### src/rtl/mem_arbiter.sv
// Two-port (fetch/data) arbiter onto one memory bus; 1-cycle accept, DONE one cycle after MEM_RDY.
// Requesters hold REQ until their DONE pulse; accesses with no MEM_RDY abort after WAIT_MAX busy cycles.
module mem_arbiter #(
    parameter int WAIT_MAX = 15
) (
    input  logic        i_clk,
    input  logic        i_rst,
    input  logic        i_if_req,
    input  logic [15:0] i_if_addr,
    output logic        o_if_gnt,
    output logic        o_if_done,
    output logic [15:0] o_if_rdata,
    input  logic        i_d_req,
    input  logic        i_d_we,
    input  logic [15:0] i_d_addr,
    input  logic [15:0] i_d_wdata,
    output logic        o_d_gnt,
    output logic        o_d_done,
    output logic [15:0] o_d_rdata,
    output logic        o_mem_en,
    output logic        o_mem_we,
    output logic [15:0] o_mem_addr,
    output logic [15:0] o_mem_wdata,
    input  logic [15:0] i_mem_rdata,
    input  logic        i_mem_rdy,
    output logic        o_err
);

    typedef enum logic [2:0] {
        S_IDLE,
        S_BUSY_IF,
        S_BUSY_D,
        S_DONE_IF,
        S_DONE_D
    } state_t;

    localparam logic [7:0] LP_CNT_LAST = 8'(WAIT_MAX - 1);

    state_t      r_state;
    logic        r_last_d;
    logic [7:0]  r_cnt;
    logic        r_if_gnt;
    logic        r_if_done;
    logic [15:0] r_if_rdata;
    logic        r_d_gnt;
    logic        r_d_done;
    logic [15:0] r_d_rdata;
    logic        r_mem_en;
    logic        r_mem_we;
    logic [15:0] r_mem_addr;
    logic [15:0] r_mem_wdata;
    logic        r_err;

    logic        w_pick_d;
    logic        w_timeout;

    // On a tie the port that did not win last time goes next.
    assign w_pick_d  = i_d_req & (~i_if_req | ~r_last_d);
    assign w_timeout = (r_cnt == LP_CNT_LAST);

    always_ff @(posedge i_clk or posedge i_rst) begin
        if (i_rst) begin
            r_state     <= S_IDLE;
            r_last_d    <= 1'b0;
            r_cnt       <= 8'd0;
            r_if_gnt    <= 1'b0;
            r_if_done   <= 1'b0;
            r_if_rdata  <= 16'h0000;
            r_d_gnt     <= 1'b0;
            r_d_done    <= 1'b0;
            r_d_rdata   <= 16'h0000;
            r_mem_en    <= 1'b0;
            r_mem_we    <= 1'b0;
            r_mem_addr  <= 16'h0000;
            r_mem_wdata <= 16'h0000;
            r_err       <= 1'b0;
        end else begin
            r_if_done <= 1'b0;
            r_d_done  <= 1'b0;
            r_err     <= 1'b0;
            case (r_state)
                S_IDLE: begin
                    if (w_pick_d) begin
                        r_state     <= S_BUSY_D;
                        r_last_d    <= 1'b1;
                        r_cnt       <= 8'd0;
                        r_d_gnt     <= 1'b1;
                        r_mem_en    <= 1'b1;
                        r_mem_we    <= i_d_we;
                        r_mem_addr  <= i_d_addr;
                        r_mem_wdata <= i_d_wdata;
                    end else if (i_if_req) begin
                        r_state    <= S_BUSY_IF;
                        r_last_d   <= 1'b0;
                        r_cnt      <= 8'd0;
                        r_if_gnt   <= 1'b1;
                        r_mem_en   <= 1'b1;
                        r_mem_we   <= 1'b0;
                        r_mem_addr <= i_if_addr;
                    end
                end
                S_BUSY_IF, S_BUSY_D: begin
                    // MEM_RDY wins over a timeout landing on the same edge.
                    if (i_mem_rdy || w_timeout) begin
                        r_mem_en <= 1'b0;
                        r_mem_we <= 1'b0;
                        r_err    <= ~i_mem_rdy;
                        if (r_state == S_BUSY_IF) begin
                            r_state    <= S_DONE_IF;
                            r_if_done  <= 1'b1;
                            r_if_rdata <= i_mem_rdy ? i_mem_rdata : 16'h0000;
                        end else begin
                            r_state  <= S_DONE_D;
                            r_d_done <= 1'b1;
                            if (!i_mem_rdy)
                                r_d_rdata <= 16'h0000;
                            else if (!r_mem_we)
                                r_d_rdata <= i_mem_rdata;
                        end
                    end else begin
                        r_cnt <= r_cnt + 8'd1;
                    end
                end
                default: begin
                    r_state  <= S_IDLE;
                    r_if_gnt <= 1'b0;
                    r_d_gnt  <= 1'b0;
                end
            endcase
        end
    end

    assign o_if_gnt    = r_if_gnt;
    assign o_if_done   = r_if_done;
    assign o_if_rdata  = r_if_rdata;
    assign o_d_gnt     = r_d_gnt;
    assign o_d_done    = r_d_done;
    assign o_d_rdata   = r_d_rdata;
    assign o_mem_en    = r_mem_en;
    assign o_mem_we    = r_mem_we;
    assign o_mem_addr  = r_mem_addr;
    assign o_mem_wdata = r_mem_wdata;
    assign o_err       = r_err;

endmodule
### config.mk
export PLATFORM = sky130hd
export DESIGN_NAME = mem_arbiter
export DESIGN_NICKNAME = d
export VERILOG_FILES = /design/src/rtl/mem_arbiter.sv
export SDC_FILE = /design/constraint.sdc
export NUM_CORES = 1
export LEC_CHECK = 0
export ABC_AREA = 1
export CAP_MARGIN = 20
export CORE_AREA = 2 2 92 94
export DETAILED_ROUTE_END_ITERATION = 7
export DIE_AREA = 0 0 94 96
export PLACE_DENSITY = 0.9
export SYNTH_ARGS = -nofsm -noshare
export SYNTH_HDL_FRONTEND = slang
export SYNTH_SLANG_ARGS = --single-unit
export TNS_END_PERCENT = 10
### constraint.sdc
create_clock -name i_clk -period 3.5 [get_ports i_clk]
set_input_delay 0.35 -clock i_clk [delete_from_list [all_inputs] [get_ports i_clk]]
set_output_delay 0.35 -clock i_clk [all_outputs]
set_load 0.05 [all_outputs]
; ---- Word level (Yosys, flattened, before mapping)
; Cells that the tools add are included.
[word_totals]
word_cells = 80
ff_bits = 83
in_bits = 70
[op_classes]
bitwise_logic = 7
addsub = 1
n_mux = 34
n_reduce_logical = 14
eq_ne = 10
[op_table]
columns = cell, n
row1 = two-way mux 16 bit, 5
row2 = two-way mux 8 bit, 3
row3 = two-way mux 1 bit, 16
row4 = one-hot mux 8 bit (2 select lines), 1
row5 = two-way mux 3 bit, 4
row6 = "!= test 2 bit, second input constant", 6
row7 = AND reduction 3 bit, 4
row8 = "adder 8 x 1 -> 8 bit, second input constant", 1
row9 = "equality test 8 x 4 -> 1 bit, second input constant", 1
row10 = one-hot mux 1 bit (2 select lines), 4
row11 = AND reduction 2 bit, 4
row12 = one-hot mux 3 bit (2 select lines), 1
row13 = NOT 1 bit, 5
row14 = AND reduction 4 bit, 1
row15 = nonzero test 2 bit, 2
row16 = "equality test 3 x 1 -> 1 bit, second input constant", 1
row17 = "equality test 3 x 2 -> 1 bit, second input constant", 1
row18 = logical NOT 3 bit, 1
row19 = "!= test 3 bit, second input constant", 1
row20 = OR reduction 2 bit, 1
row21 = AND 1 bit, 1
row22 = logical OR 1 bit, 1
row23 = OR 1 bit, 1

; ---- Longest topological paths before layout
; Gate-level depths: netlist of run 1.
[logic_depth]
depth_word = 5
depth_mapped = 10
mapped_depth_nobuf = 9

; ---- Worst setup path before layout of run 1
; Ideal clock, no wire load.
[synth_path]
path_type = register to register
start = register r_cnt[0]
end = register r_d_rdata[6], in the netlist o_d_rdata[6]
t_arrival_ns = 1.298
period_less_slack_ns = 1.418
path_slack_ns = 2.082
path_stages_with_launch = 11
cell_sequence = dfrtp_1 > inv_1 > ha_1 > nand2_1 > nor2_4 > nand2_4 > nand2_4 > nand3_4 > buf_6 > nand2_1 > o21ai_2
[synth_via]
elab_chain_cells = 3
[synth_rtl]
columns = element, line
row1 = start: declaration, 41  ; logic [7:0] r_cnt;
row2 = start signal: assignment, 121  ; r_cnt <= r_cnt + 8'd1;
row3 = equality test 8 x 4 -> 1 bit, 59  ; assign w_timeout = (r_cnt == LP_CNT_LAST);
row4 = logical OR 1 bit, 104  ; if (i_mem_rdy || w_timeout) begin
row5 = AND reduction 4 bit (no source line), n/a
row6 = end signal: assignment, 118  ; r_d_rdata <= i_mem_rdata;
row7 = end: declaration, 47  ; logic [15:0] r_d_rdata;
; No other way between the ends.
; A chain may end at the register's enable or synchronous reset.

; ---- Worst setup path in the final report of run 1
[layout_path]
start = input port i_mem_rdy
end = register r_d_rdata[2], in the netlist o_d_rdata[2]
[layout_via]
elab_chain_cells = 2
elab_cells_between_ends = 4
classes_between = eq/ne: 1 / mux: 1 / reduce/logical: 2
[layout_rtl]
columns = element, line
row1 = start: declaration, 25  ; input logic i_mem_rdy,
row2 = != test 2 bit (no source line) or logical OR 1 bit (tied branches), n/a
row3 = AND reduction 4 bit (no source line), n/a
; Several ways; a longest one is shown, not always the timed one.

==> reports/results.tsv, run 1 <==
stage	metric	value	unit
run_status	status	finished, final reports clean	
min_path	holdCritPathClass	in -> async	
sta	setup_violations	0	
critical_path	path_delay_family	buffers and inverters	
yosys	ys_types	25	
yosys	synth_flop_cell	dfrtp_1	
yosys	async_flop_share	1.00	
die	die_h	96	um
sta	timing.hold.ws	0.330	ns
yosys	synthSimpleGateAreaFrac	0.245	
yosys	synth_top_family_by_area	simple AND/OR/NAND/NOR gates	
cts	cts.sinks	83	
yosys	synth_most_common_cell	nand2_1	
critical_path	slowest_delay	0.93	ns
die	start_util	0.465	
drt	wl_per_cell	13.4	um
layout	diodes	0	
layout	utilization	0.668	
layout	layout-drive-gt1-share	0.120	
die	core_area	8050	um^2
die	ios	141	
sta	finalClockSkew	0.0139	ns
global_routing	grt_overflow	0	
critical_path	worst_setup_path_end_kind	flip-flop	
yosys	synth_nets	487	
cts	cts_tree	yes	
layout	nNetsFinal	626	
layout	fill_cells	603	
yosys	yosysSeqAreaShare	0.555	
placement	port_buffers	140	
sta	worst_slack	1.43	ns
critical_path	slowest_stage	clkdlybuf4s50_1	
yosys	postSynthAreaPerCell	9.02	um^2
yosys	yosys.area.top_type_share	0.555	
yosys	yosysTopAreaCell	dfrtp_1	
global_routing	grt_max_degree	36	
cts	htreeDepth	3	
yosys	synth-xor-area-share	0	
pwr	p_total	5.39	mW
yosys	netlist_area	3740	um^2
sta	tightest_slew	0.723	ns
sta	fin_crit_sh	0.591	
drt	postRouteAntennaNets	0	
cts	clock_latency	0.36	ns
yosys	synth_fa_ha_area_frac	0.00668	
sta	slew_headroom	0.517	
critical_path	worstPathArrival	2.30	ns
critical_path	cp.required	3.73	ns
critical_path	critPathMaxFanout	32	
critical_path	startpoint_type	input port	
critical_path	path_buf_inv	2	
die	dieWidth	94	um
cts	path_clk_slew	0.10	ns
drt	wl	8.90	mm
layout	final_area	5380	um^2
pwr	p_leak	2.48	nW
die	die_area	9020	um^2
placement	place_area	5190	um^2
die	row_count	33	
pwr	power_density	1000	nW/um^2
drt	drc	0	
yosys	yosys-top-cells-area	dfrtp_1 (55%), nand2_1 (15%), o21ai_2 (7.0%)	
layout	instances_no_fill	664	
global_routing	grt_pass1_wl	14.4	mm
drt	vias	3258	
global_routing	antenna_found_initial	0	
yosys	synth_compound_area_frac	0.135	
cts	hold_buffers	0	
cts	postCtsSetupRepairBufs	0	
cts	cts_resized	0	
drt	drt_pass1_iterations	4	
flow_run	max-cap-violations	0	
sta	max_freq	483	MHz
placement	hpwl	6.45	mm
drt	vias_per_cell	4.91	
placement	pre_cts_slack	1.05	ns
layout	areaGrowthSynthToFinish	43.6	%
yosys	netlist_instances	415	
cts	cts_root_buffer	clkbuf_8	
sta	drv_slew	0	
placement	dp.cells	648	
critical_path	crit_chain	clkdlybuf4s50_1, inv_1, nand2_4, nand3_4, nand2_1, o21ai_2	
sta	rsz0062_at_grt	false	
placement	gp_congestion	0.867	
yosys	ys_ff_latch	83	
sta	finalCriticalPeriod	2.07	ns
global_routing	grt_pass1_vias	3251	
pwr	ir_drop	635	uV
yosys	synth_common_cells	nand2_1 (152), dfrtp_1 (83), nor2_1 (35)	
global_routing	grt.total_usage	0.204	
yosys	ys.warnings.count	0	
yosys	synth_edf_count	0	
cts	cts_buffers	9	
yosys	synth_mux_area_frac	0	
sta	finalSetupTns	0	ns
cts	clk_path_buf_depth	2	
sta	finalHoldViolCount	0	
critical_path	path_class	in -> reg	
critical_path	startpoint	i_mem_rdy	
drt	drt_iter0_markers	119	
critical_path	r2r_start	r_last_d$_DFFE_PP0P_	
## logic make-up after synthesis
logic type,count (synthesis)
adder cells (fa/ha/maj),2
AO/OA/AOI/OAI,75
flip-flops,83
AND/OR/NAND/NOR,216
buffers and inverters,39
## routing by layer
layer	vias to the layer above	global-route usage	share of wire	wire length, um
met4	0	0.0942	0.025	220
met1	1524	0.244	0.41	3660
met2	112	0.354	0.51	4500
met3	21	0.0454	0.059	523
li1	1601	-	-	-
met5	-	0	0	0
## layout make-up
cell class              instances  area [um^2]  area share
repair buffers                144         1440       0.268
multi-input cells             293         1450       0.269
flip-flops and latches         83         2080       0.386
clock buffers                   9          124      0.0230
well taps                     105          131      0.0244
clock inverters                 7         67.6      0.0126
inverters                      23         87.6      0.0163
## power by group
part,total [mW],internal [mW],leakage [nW],switching (mW)
sequential,1.58,1.35,1.06,0.230
combinational,3.14,0.995,1.33,2.14
clock,0.664,0.277,0.0893,0.387
## path summary, 6_finish.rpt
path / endpoint / slack [ns] / depth (start not counted)
worst min register to register: r_last_d$_DFFE_PP0P_ / 0.48 / 2
min in group i_clk: r_last_d$_DFFE_PP0P_ / 0.48 / 2
worst min-delay path: o_if_rdata[8]$_DFFE_PP0P_ / 0.33 / 2
worst max-delay path: o_d_rdata[2]$_DFFE_PP0P_ / 1.43 / 6
max in group asynchronous: o_mem_en$_DFFE_PP0P_ / 2.40 / 4
worst max register to register: r_cnt[3]$_DFFE_PP0P_ / 1.66 / 7
## registers in the layout (all words and copies together), names as in the netlist, 3 cells and up
signal	count
o_mem_addr	16
o_d_rdata	16
o_mem_wdata	16
r_cnt	8
o_if_rdata	16
r_state	3
## layout by cell type, fill, tap and decap left out, types with 4 or more instances in the layout
cell and count:
dfrtp_1 83, clkbuf_8 9, o21ai_1 16, clkdlybuf4s50_1 140, inv_8 4, o21ai_2 30, nor2_1 35, nand3_1 12
nor3_1 4, o21ai_0 23, nand2_4 5, inv_1 19, nand2_1 152
No activity file was read; power rests on OpenSTA's default activity.
==> run 2: changes to the inputs <==
--- a/config.mk
+++ b/config.mk
@@ -7,10 +7,10 @@
 export LEC_CHECK = 0
 export ABC_AREA = 1
 export CAP_MARGIN = 20
-export CORE_AREA = 2 2 92 94
+export CORE_AREA = 2 2 100 102
 export DETAILED_ROUTE_END_ITERATION = 7
-export DIE_AREA = 0 0 94 96
-export PLACE_DENSITY = 0.9
+export DIE_AREA = 0 0 102 104
+export PLACE_DENSITY = 0.82
 export SYNTH_ARGS = -nofsm -noshare
 export SYNTH_HDL_FRONTEND = slang
 export SYNTH_SLANG_ARGS = --single-unit
==> constraint.sdc (replaced) <==
create_clock -name i_clk -period 1.9 [get_ports i_clk]
set_input_delay 0.19 -clock i_clk [delete_from_list [all_inputs] [get_ports i_clk]]
set_output_delay 0.19 -clock i_clk [all_outputs]
set_load 0.05 [all_outputs]
==> run 2 against run 1 <==
- combinational power up 86%
- critical path depth up 4
- final cell count up 4.5%
- wire length up 4.4%
- register-to-register slack worse by 1.5 ns
- die area up 18%
- cell area up 1.8%
- core utilization down 9.4 points
- sequential power up 85%
- total power up 90%
- worst hold slack worse by 0.019 ns
- critical endpoint is now o_d_rdata[7]$_DFFE_PP0P_
- highest routed layer unchanged
==> reports/results.tsv, run 2 (synthesis gave the netlist of run 1 again) <==
stage	metric	value	unit
global_routing	antenna_found_initial	0	
die	ios	141	
die	die_h	104	um
sta	setup_violations	0	
placement	port_buffers	140	
cts	cts_root_buffer	clkbuf_8	
die	dieWidth	102	um
sta	drv_slew	0	
die	die_area	10600	um^2
drt	wl_per_cell	13.4	um
layout	final_area	5480	um^2
run_status	status	finished, final reports clean	
cts	postCtsSetupRepairBufs	0	
cts	clk_path_buf_depth	2	
sta	slew_headroom	0.636	
critical_path	crit_chain	inv_1, ha_1, nand2_1, nor2_4, nand2_4, nand2_4, nand3_4, buf_4, nand2_1, o21ai_2	
layout	layout-drive-gt1-share	0.121	
cts	htreeDepth	3	
cts	cts_buffers	9	
layout	nNetsFinal	629	
sta	max_freq	569	MHz
layout	utilization	0.574	
cts	cts_resized	0	
layout	layout_common_cells	nand2_1 (152), clkdlybuf4s50_1 (140), dfrtp_1 (83)	
sta	rsz0062_at_grt	false	
layout	areaGrowthSynthToFinish	46.3	%
min_path	holdCritPathClass	in -> async	
critical_path	slowest_stage	dfrtp_1	
global_routing	grt_overflow	0	
cts	cts.sinks	83	
sta	finalClockSkew	0.00853	ns
drt	drt_pass1_iterations	4	
sta	finalHoldViolCount	0	
critical_path	worstPathArrival	2.02	ns
cts	hold_buffers	0	
placement	place_area	5250	um^2
flow_run	max-cap-violations	0	
critical_path	startpoint_type	flip-flop	
global_routing	grt_pass1_wl	15.6	mm
drt	postRouteAntennaNets	0	
pwr	p_leak	2.51	nW
placement	hpwl	6.68	mm
drt	drc	0	
drt	drt_iter0_markers	161	
drt	wl	9.29	mm
global_routing	grt_max_degree	84	
pwr	ir_drop	1060	uV
cts	cts_tree	yes	
sta	tightest_slew	0.544	ns
die	core_area	9550	um^2
layout	final_common_cell	nand2_1	
global_routing	grt.total_usage	0.181	
sta	fin_crit_sh	0.925	
sta	finalCriticalPeriod	1.76	ns
drt	vias_per_cell	4.72	
die	row_count	36	
sta	finalSetupTns	0	ns
cts	path_clk_slew	0.08	ns
critical_path	cp.required	2.17	ns
critical_path	critPathMaxFanout	32	
die	start_util	0.392	
critical_path	slowest_delay	0.41	ns
layout	diodes	0	
placement	gp_congestion	0.843	
critical_path	path_class	reg -> reg	
pwr	power_density	1870	nW/um^2
global_routing	grt_pass1_vias	3413	
drt	vias	3274	
critical_path	worst_setup_path_end_kind	flip-flop	
cts	clock_latency	0.33	ns
[run 2: cell types whose count changed in the layout (fill, tap and decap cells not counted), sizes merged]
| cell | change |
|---|---|
| buf | +3 |
| bufinv | +3 |
| clkbuf | +1 |
| clkinvlp | -1 |
| inv | -4 |
[run 2: metrics by stage]
stage	std cells	power (mW)	setup slack [ns]	hold WS [ns]
2_1_floorplan	415	6.93	0.482	0.300
3_3_place_gp	679	8.68	0.188	0.456
3_5_place_dp	679	8.82	0.143	0.458
4_1_cts	694	10.3	0.131	0.337
5_1_grt	694	10.8	0.00827	0.350
6_report	694	10.2	0.142	0.311
[run 2: power breakdown]
| group | total (mW) | internal, mW | switching [mW] |
|---|---|---|---|
| Combinational | 5.85 | 1.86 | 3.99 |
| Sequential | 2.93 | 2.50 | 0.435 |
| Clock | 1.46 | 0.865 | 0.596 |
[run 2: cell type report]
| class | count | area, um^2 |
|---|---|---|
| Clock buffer | 10 | 128 |
| Clock inverter | 5 | 103 |
| Fill cell | 861 | 4070 |
| Inverter | 23 | 90.1 |
| Multi-Input combinational cell | 293 | 1450 |
| Sequential cell | 83 | 2080 |
| Tap cell | 133 | 166 |
| Timing Repair Buffer | 147 | 1470 |
[run 2: per-layer routing]
layer	up-vias	track usage	routed length, um
li1	1602	-	-
met4	0	0.0638	159
met5	-	0	0
met1	1556	0.223	3970
met2	102	0.304	4610
met3	14	0.0457	550
[run 2: path summary, 6_finish.rpt]
| kind | from | end | slack, ns | cells after the start |
|---|---|---|---|---|
| setup / recovery | r_cnt[0]$_DFFE_PP0P_ | o_d_rdata[7]$_DFFE_PP0P_ | 0.14 | 10 |
| hold / removal | i_rst | o_if_rdata[12]$_DFFE_PP0P_ | 0.31 | 3 |
| setup reg to reg | r_cnt[0]$_DFFE_PP0P_ | o_d_rdata[7]$_DFFE_PP0P_ | 0.14 | 10 |
| hold reg to reg | o_mem_en$_DFFE_PP0P_ | o_mem_en$_DFFE_PP0P_ | 0.48 | 2 |
| max in group asynchronous | i_rst | o_mem_wdata[15]$_DFFE_PP0P_ | 1.22 | 3 |
| min in group i_clk | i_d_wdata[4] | o_mem_wdata[4]$_DFFE_PP0P_ | 0.38 | 3 |
[run 2: worst max-delay path: cells and delay by family (launching register included)]
kind	cells	cell delay, ns
adder cells (fa/ha/maj)	1	0.20
AO/OA/AOI/OAI	1	0.08
flip-flops	1	0.41
AND/OR/NAND/NOR	6	0.51
buffers and inverters	2	0.47
==> run 3: changes to the inputs <==
--- a/config.mk
+++ b/config.mk
@@ -6,11 +6,11 @@
 export NUM_CORES = 1
 export LEC_CHECK = 0
 export ABC_AREA = 1
-export CAP_MARGIN = 20
 export CORE_AREA = 2 2 100 102
 export DETAILED_ROUTE_END_ITERATION = 7
 export DIE_AREA = 0 0 102 104
 export PLACE_DENSITY = 0.82
+export SLEW_MARGIN = 20
 export SYNTH_ARGS = -nofsm -noshare
 export SYNTH_HDL_FRONTEND = slang
 export SYNTH_SLANG_ARGS = --single-unit
==> results of run 3 <==
Same layout as run 2: the final DEF is identical, and so are final timing and power.
